## config.mk

```make
export PLATFORM = sky130hd
export DESIGN_NAME = reg_bank_wb
export DESIGN_NICKNAME = d
export VERILOG_FILES = /design/src/rtl/reg_bank_wb.sv
export SDC_FILE = /design/constraint.sdc
export NUM_CORES = 2
export LEC_CHECK = 0
export CAP_MARGIN = 20
export CORE_MARGIN = 1
export CORE_UTILIZATION = 50
export DETAILED_ROUTE_END_ITERATION = 7
export DONT_BUFFER_PORTS = 1
export GPL_TIMING_DRIVEN = 0
export PLACE_DENSITY = 0.62
export SLEW_MARGIN = 0
export SYNTH_ARGS = -nofsm -noshare
export SYNTH_HDL_FRONTEND = slang
export SYNTH_SLANG_ARGS = --single-unit
```

## constraint.sdc

```tcl
create_clock -name clk -period 2.63 [get_ports clk]
set_clock_uncertainty 0.15 [all_clocks]
set_input_delay 0.263 -clock clk [delete_from_list [all_inputs] [get_ports clk]]
set_output_delay 0.263 -clock clk [all_outputs]
set_load 0.005 [all_outputs]
```

## src/rtl/reg_bank_wb.sv

```systemverilog
// 32-entry register file with a one-entry write-back buffer: writes land in
// the buffer first and commit to the array on the following edge.
module reg_bank_wb #(
  parameter int DATA_W  = 32,
  parameter int SP_INIT = 227
) (
  input  logic              clk,
  input  logic              reset,
  input  logic              wr_en,
  input  logic [4:0]        wr_addr,
  input  logic [DATA_W-1:0] wr_data,
  input  logic [4:0]        rd_addr_a,
  input  logic [4:0]        rd_addr_b,
  output logic [DATA_W-1:0] rd_data_a,
  output logic [DATA_W-1:0] rd_data_b,
  output logic              pend_valid,
  output logic [4:0]        pend_addr,
  output logic [15:0]       wr_count
);

  logic [DATA_W-1:0] r_mem [32];
  logic              r_pend_valid;
  logic [4:0]        r_pend_addr;
  logic [DATA_W-1:0] r_pend_data;
  logic [15:0]       r_wr_count;
  logic              w_latch;

  assign w_latch = wr_en && (wr_addr != 5'd0);

  always_ff @(posedge clk) begin
    if (reset) begin
      for (int i = 0; i < 32; i++) begin
        r_mem[i] <= (i == 29) ? DATA_W'(SP_INIT) : '0;
      end
      r_pend_valid <= 1'b0;
      r_pend_addr  <= 5'd0;
      r_pend_data  <= '0;
      r_wr_count   <= 16'd0;
    end else begin
      // Commit and new latch may coincide; the array sees the older value.
      if (r_pend_valid) begin
        r_mem[r_pend_addr] <= r_pend_data;
        r_wr_count         <= r_wr_count + 16'd1;
      end
      r_pend_valid <= w_latch;
      if (w_latch) begin
        r_pend_addr <= wr_addr;
        r_pend_data <= wr_data;
      end
    end
  end

  function automatic logic [DATA_W-1:0] read_port(input logic [4:0] addr);
    logic [DATA_W-1:0] val;
    val = r_mem[addr];
    if (addr == 5'd0) begin
      val = '0;
    end else if (r_pend_valid && (r_pend_addr == addr)) begin
      val = r_pend_data;
    end
    return val;
  endfunction

  always_comb begin
    rd_data_a = read_port(rd_addr_a);
    rd_data_b = read_port(rd_addr_b);
  end

  assign pend_valid = r_pend_valid;
  assign pend_addr  = r_pend_addr;
  assign wr_count   = r_wr_count;

endmodule
```

Yosys cells after proc, flatten, opt, wreduce, memory -nomap -nowiden

Memories as Yosys holds them, arrays and structs flattened.
Cells that the tools add are included.

Flip-flop bits (word level): 54
Memory bits (writable): 1024
Input bits: 50
Output and inout port bits: 86
Word-level logic and storage cells: 27
Memories: 1

Memory list:

| name  | depth | bits a word | rd ports | clocked after memory_dff | wr ports | line | RTL |
|---|---|---|---|---|---|---|---|
| r_mem | 32    | 32          | 2        | 0                        | 32       | 21   | `logic [DATA_W-1:0] r_mem [32];` |

$add $sub $neg: 1
Equal/unequal tests: 2
Muxes and demuxes: 12
Reductions and logical operators: 7

Operator list:

| kind                                           | number |
|---|---|
| two-way mux 32 bit                             | 5 |
| OR reduction 32 bit                            | 1 |
| adder 16 x 1 -> 16 bit (second input constant) | 1 |
| equality test 5 bit                            | 2 |
| zero test 5 bit                                | 2 |
| two-way mux 1 bit                              | 6 |
| two-way mux 5 bit                              | 1 |
| nonzero test 5 bit                             | 1 |
| logical AND 1 bit                              | 3 |

Depth between registers and ports, before layout

Depth after elaboration: 5
Gate-level depth with buffers: 9
Mapped depth without buffers: 6

Worst setup path before layout

No wires, ideal clock.

Path type: input-to-output
Start point: input rd_addr_b[1]
End point: output rd_data_b[17]
Arrival: 1930 ps
Data required time: 2217 ps
Path slack: 287 ps
Stages on the path: 7
Path buffers: 3
Path through: buf_2 buf_2 clkbuf_1 mux4_2 a211oi_1 a21oi_1 a221o_1

Word-level cells in the longest chain between the ends: 4
Elaborated cells between the ends (all ways): 6
Classes of those cells: eq/ne: 1; mux: 2; reduce/logical: 2; memory: 1

Ends and longest elaborated chain:

| what                                                                              | line | RTL |
|---|---|---|
| start: declaration                                                                | 13   | `input logic [4:0] rd_addr_b,` |
| parallel branches: the longest is 3 deep, another holds memory read (32 x 32 bit) | -    |  |
| two-way mux 32 bit (*)                                                            | 56   | `if (addr == 5'd0) begin` |
| end: declaration                                                                  | 15   | `output logic [DATA_W-1:0] rd_data_b,` |

Every way passes the cells marked *.

Worst setup path in the final report

Start point: input rd_addr_a[1]
End point: output rd_data_a[15]

Word-level cells in the longest chain between the ends: 4
Elaborated cells between the ends (all ways): 6
Classes of those cells: eq/ne: 1; mux: 2; reduce/logical: 2; memory: 1

Ends and longest elaborated chain:

| what                                                                              | line | RTL |
|---|---|---|
| start: declaration                                                                | 12   | `input logic [4:0] rd_addr_a,` |
| parallel branches: the longest is 3 deep, another holds memory read (32 x 32 bit) | -    |  |
| two-way mux 32 bit (*)                                                            | 56   |  |
| end: declaration                                                                  | 14   | `output logic [DATA_W-1:0] rd_data_a,` |

Marks and branches as above.

==> results.ini <==
[status]
status=finished with violations
violations=setup timing

[pwr]
p_per_area_nw_per_um2=628
ir_drop_mv=0.520
p_leak_nw=23.9

[logic_synthesis]
yosys_warnings=0
yosysTopAreaCell=edfxtp_1
syn_nets=3901
syn_inst=3850
syn_avg_cell_area_um2=14.7
syn-cell-area_um2=56600
synth.most_common_cell=edfxtp_1
ys_seq_area_frac=0.562
synth_edf_count=1024
netlist_top_cells_count=edfxtp_1, and2_1, mux4_2
synth.top_cell.area_share=0.543
ys.flop_type=edfxtp_1
ys_ff_latch=1078
synth-async-reset-ratio=0
ys_types=63
synthTopCellsByArea=edfxtp_1, mux4_2, and2_1

[clock_tree]
insertion_delay_ns=0.76
clock_sinks=1078
clk_pin_slew_worst_paths_ns=0.06
cts_tree=yes
cts_buffers=116
clk_path_buf_depth=3
htreeDepth=3
root_buffer=clkbuf_16

[grt]
grt_pass1_wl_um=326000
grt_start_max_net_pins=33
overflow=0
grt_pass1_vias=38200
antenna_found_initial=24
track_usage=0.423

[place]
hpwl_um=173000
dpl_cell_area_um2=58800
port_buffers=0
globalplace.congestion=1.07

[timing]
fin_crit_sh=1.27
setup_slack_ns=-0.716
setup_viol=150
final-hold-violation-count=0
max_slew_margin=0.296
rsz0062_at_grt=true
min_period_ns=3.35
worst_hold_slack_ns=0.0696
tightest_slew_ns=1.06
drv_slew=0
fmax_mhz=299

[cells_and_area]
fill_cells=8810
seqCellArea_um2=31800
nNetsFinal=4220
fin_area_um2=67200
final_util=0.598
synthToLayoutAreaGrowth_pct=18.5
drive_above_1_share=0.323
multi_input_area_um2=24800

[worst_hold_path]
hp-class=input port to flip-flop

[worst_setup_path]
crit_arrival_ns=2.93
critPathKind=input port to output port
path_max_fanout=10
required_ns=2.22
startpoint_type=input port
crit_path_end_kind=output port

[floorplan]
die_w_um=339
rows=123
core_um2=112000
die_h_um=339
io_pins=136
die_area_um2=115000
start_util=0.504

[drt]
avgViaCountPerCell=7.06
vias=40700
drc_errors=0
antenna_left=0
drt_wl_total_um=244000
firstDrtPassIters=8
dr.first_iter.drc_count=7857
route.detailed.wl_per_inst_um=42.2

[run]
maxCapViolCount=0

==> placed cells by master (no fill, tap or decap), drive strengths merged, types with 7 or more instances in the layout <==
master / n
clkbuf: 452
mux2i: 41
or3: 10
inv: 11
nor3: 24
a22oi: 194
diode: 7
o22ai: 9
nor2b: 20
a211o: 28
nand3: 10
buf: 234
o21ai: 10
mux2: 15
xor2: 7
edfxtp: 1024
a21oi: 129
nand2: 110
xnor2: 15
a211oi: 19
bufinv: 7
clkinv: 39
or2: 67
dfxtp: 54
dlygate4sd3: 52
and2: 1023
o221ai: 7
a221o: 26
nor2: 74
mux4: 497
==> routing by layer <==
| metal | part of all wire | vias to the layer above | global-route usage |
|---|---|---|---|
| met4 | 0.059 | 26 | 0.200 |
| li1 | - | 15500 | - |
| met1 | 0.35 | 20800 | 0.553 |
| met3 | 0.17 | 719 | 0.196 |
| met5 | 0.0019 | - | 0.0104 |
| met2 | 0.42 | 3687 | 0.597 |
==> metrics by stage <==
stage               total power, mW  worst slack, ns  setup TNS, ns  std cells
detailed placement             24.7            -1.48       -1401.86       5367
floorplan                      22.5            0.287              0       3850
global placement               24.7            -1.57       -1402.69       5350
finish                         42.2           -0.716         -33.93       5772
global route                   42.6           -0.627         -29.96       5768
CTS                            41.6           -0.523         -27.08       5742
==> worst max-delay path, cell delays in order <==
cell,delay [ns]
clkbuf_2,0.31
buf_2,0.36
clkbuf_2,0.31
buf_8,0.23
mux4_2,0.38
a22oi_1,0.54
a21oi_1,0.17
a211o_4,0.36
==> sequential cells by signal, summed over array words and instances (netlist names) <==
signal       flops
wr_count        16
pend_valid       1
r_pend_data     32
r_mem         1024
pend_addr        5
==> logic make-up after synthesis <==
kind of cell               synth area share
adders and majority gates          0.000221
AOI/OAI and AO/OA                    0.0552
muxes                                 0.208
DFF                                   0.562
and+or+nand+nor                       0.140
buffers and inverters                0.0319
xor gates and xnor gates            0.00340
==> path summary, 6_finish.rpt <==
kind	cells past startpoint	slack, ns	end	startpoint
hold reg to reg	2	0.40	wr_count[13]	wr_count[13]
hold / removal	2	0.07	wr_count[0]	reset
setup reg to reg	7	-0.07	r_mem[13][5]	pend_addr[2]
setup / recovery	8	-0.72	rd_data_a[15]	rd_addr_a[1]
==> where the power goes <==
part	switching, mW	total [mW]	internal (mW)
clock	7.28	16.6	9.31
combinational	3.66	5.78	2.12
sequential	0.466	19.8	19.3
total	11.4	42.2	30.8
==> what timing repair did <==
action,in CTS,in global routing
setup endpoints to repair,2050,1067
pin swaps,68,36
resized for setup,635,131
setup buffers,79,21
hold buffers,51,1
endpoints found under the hold margin,37,2
gates cloned,34,1
==> area by class of cell <==
type                       count  area share
clock buffer                 159      0.0484
buffer                       405      0.0375
multi-input combinational   2387       0.369
sequential                  1078       0.474
clock inverter                55     0.00727
antenna                        7    0.000261
inverter                       6    0.000335
tap                         1500      0.0279
timing repair buffer         175      0.0349
Note: power is estimated with default switching activity, not from simulation.
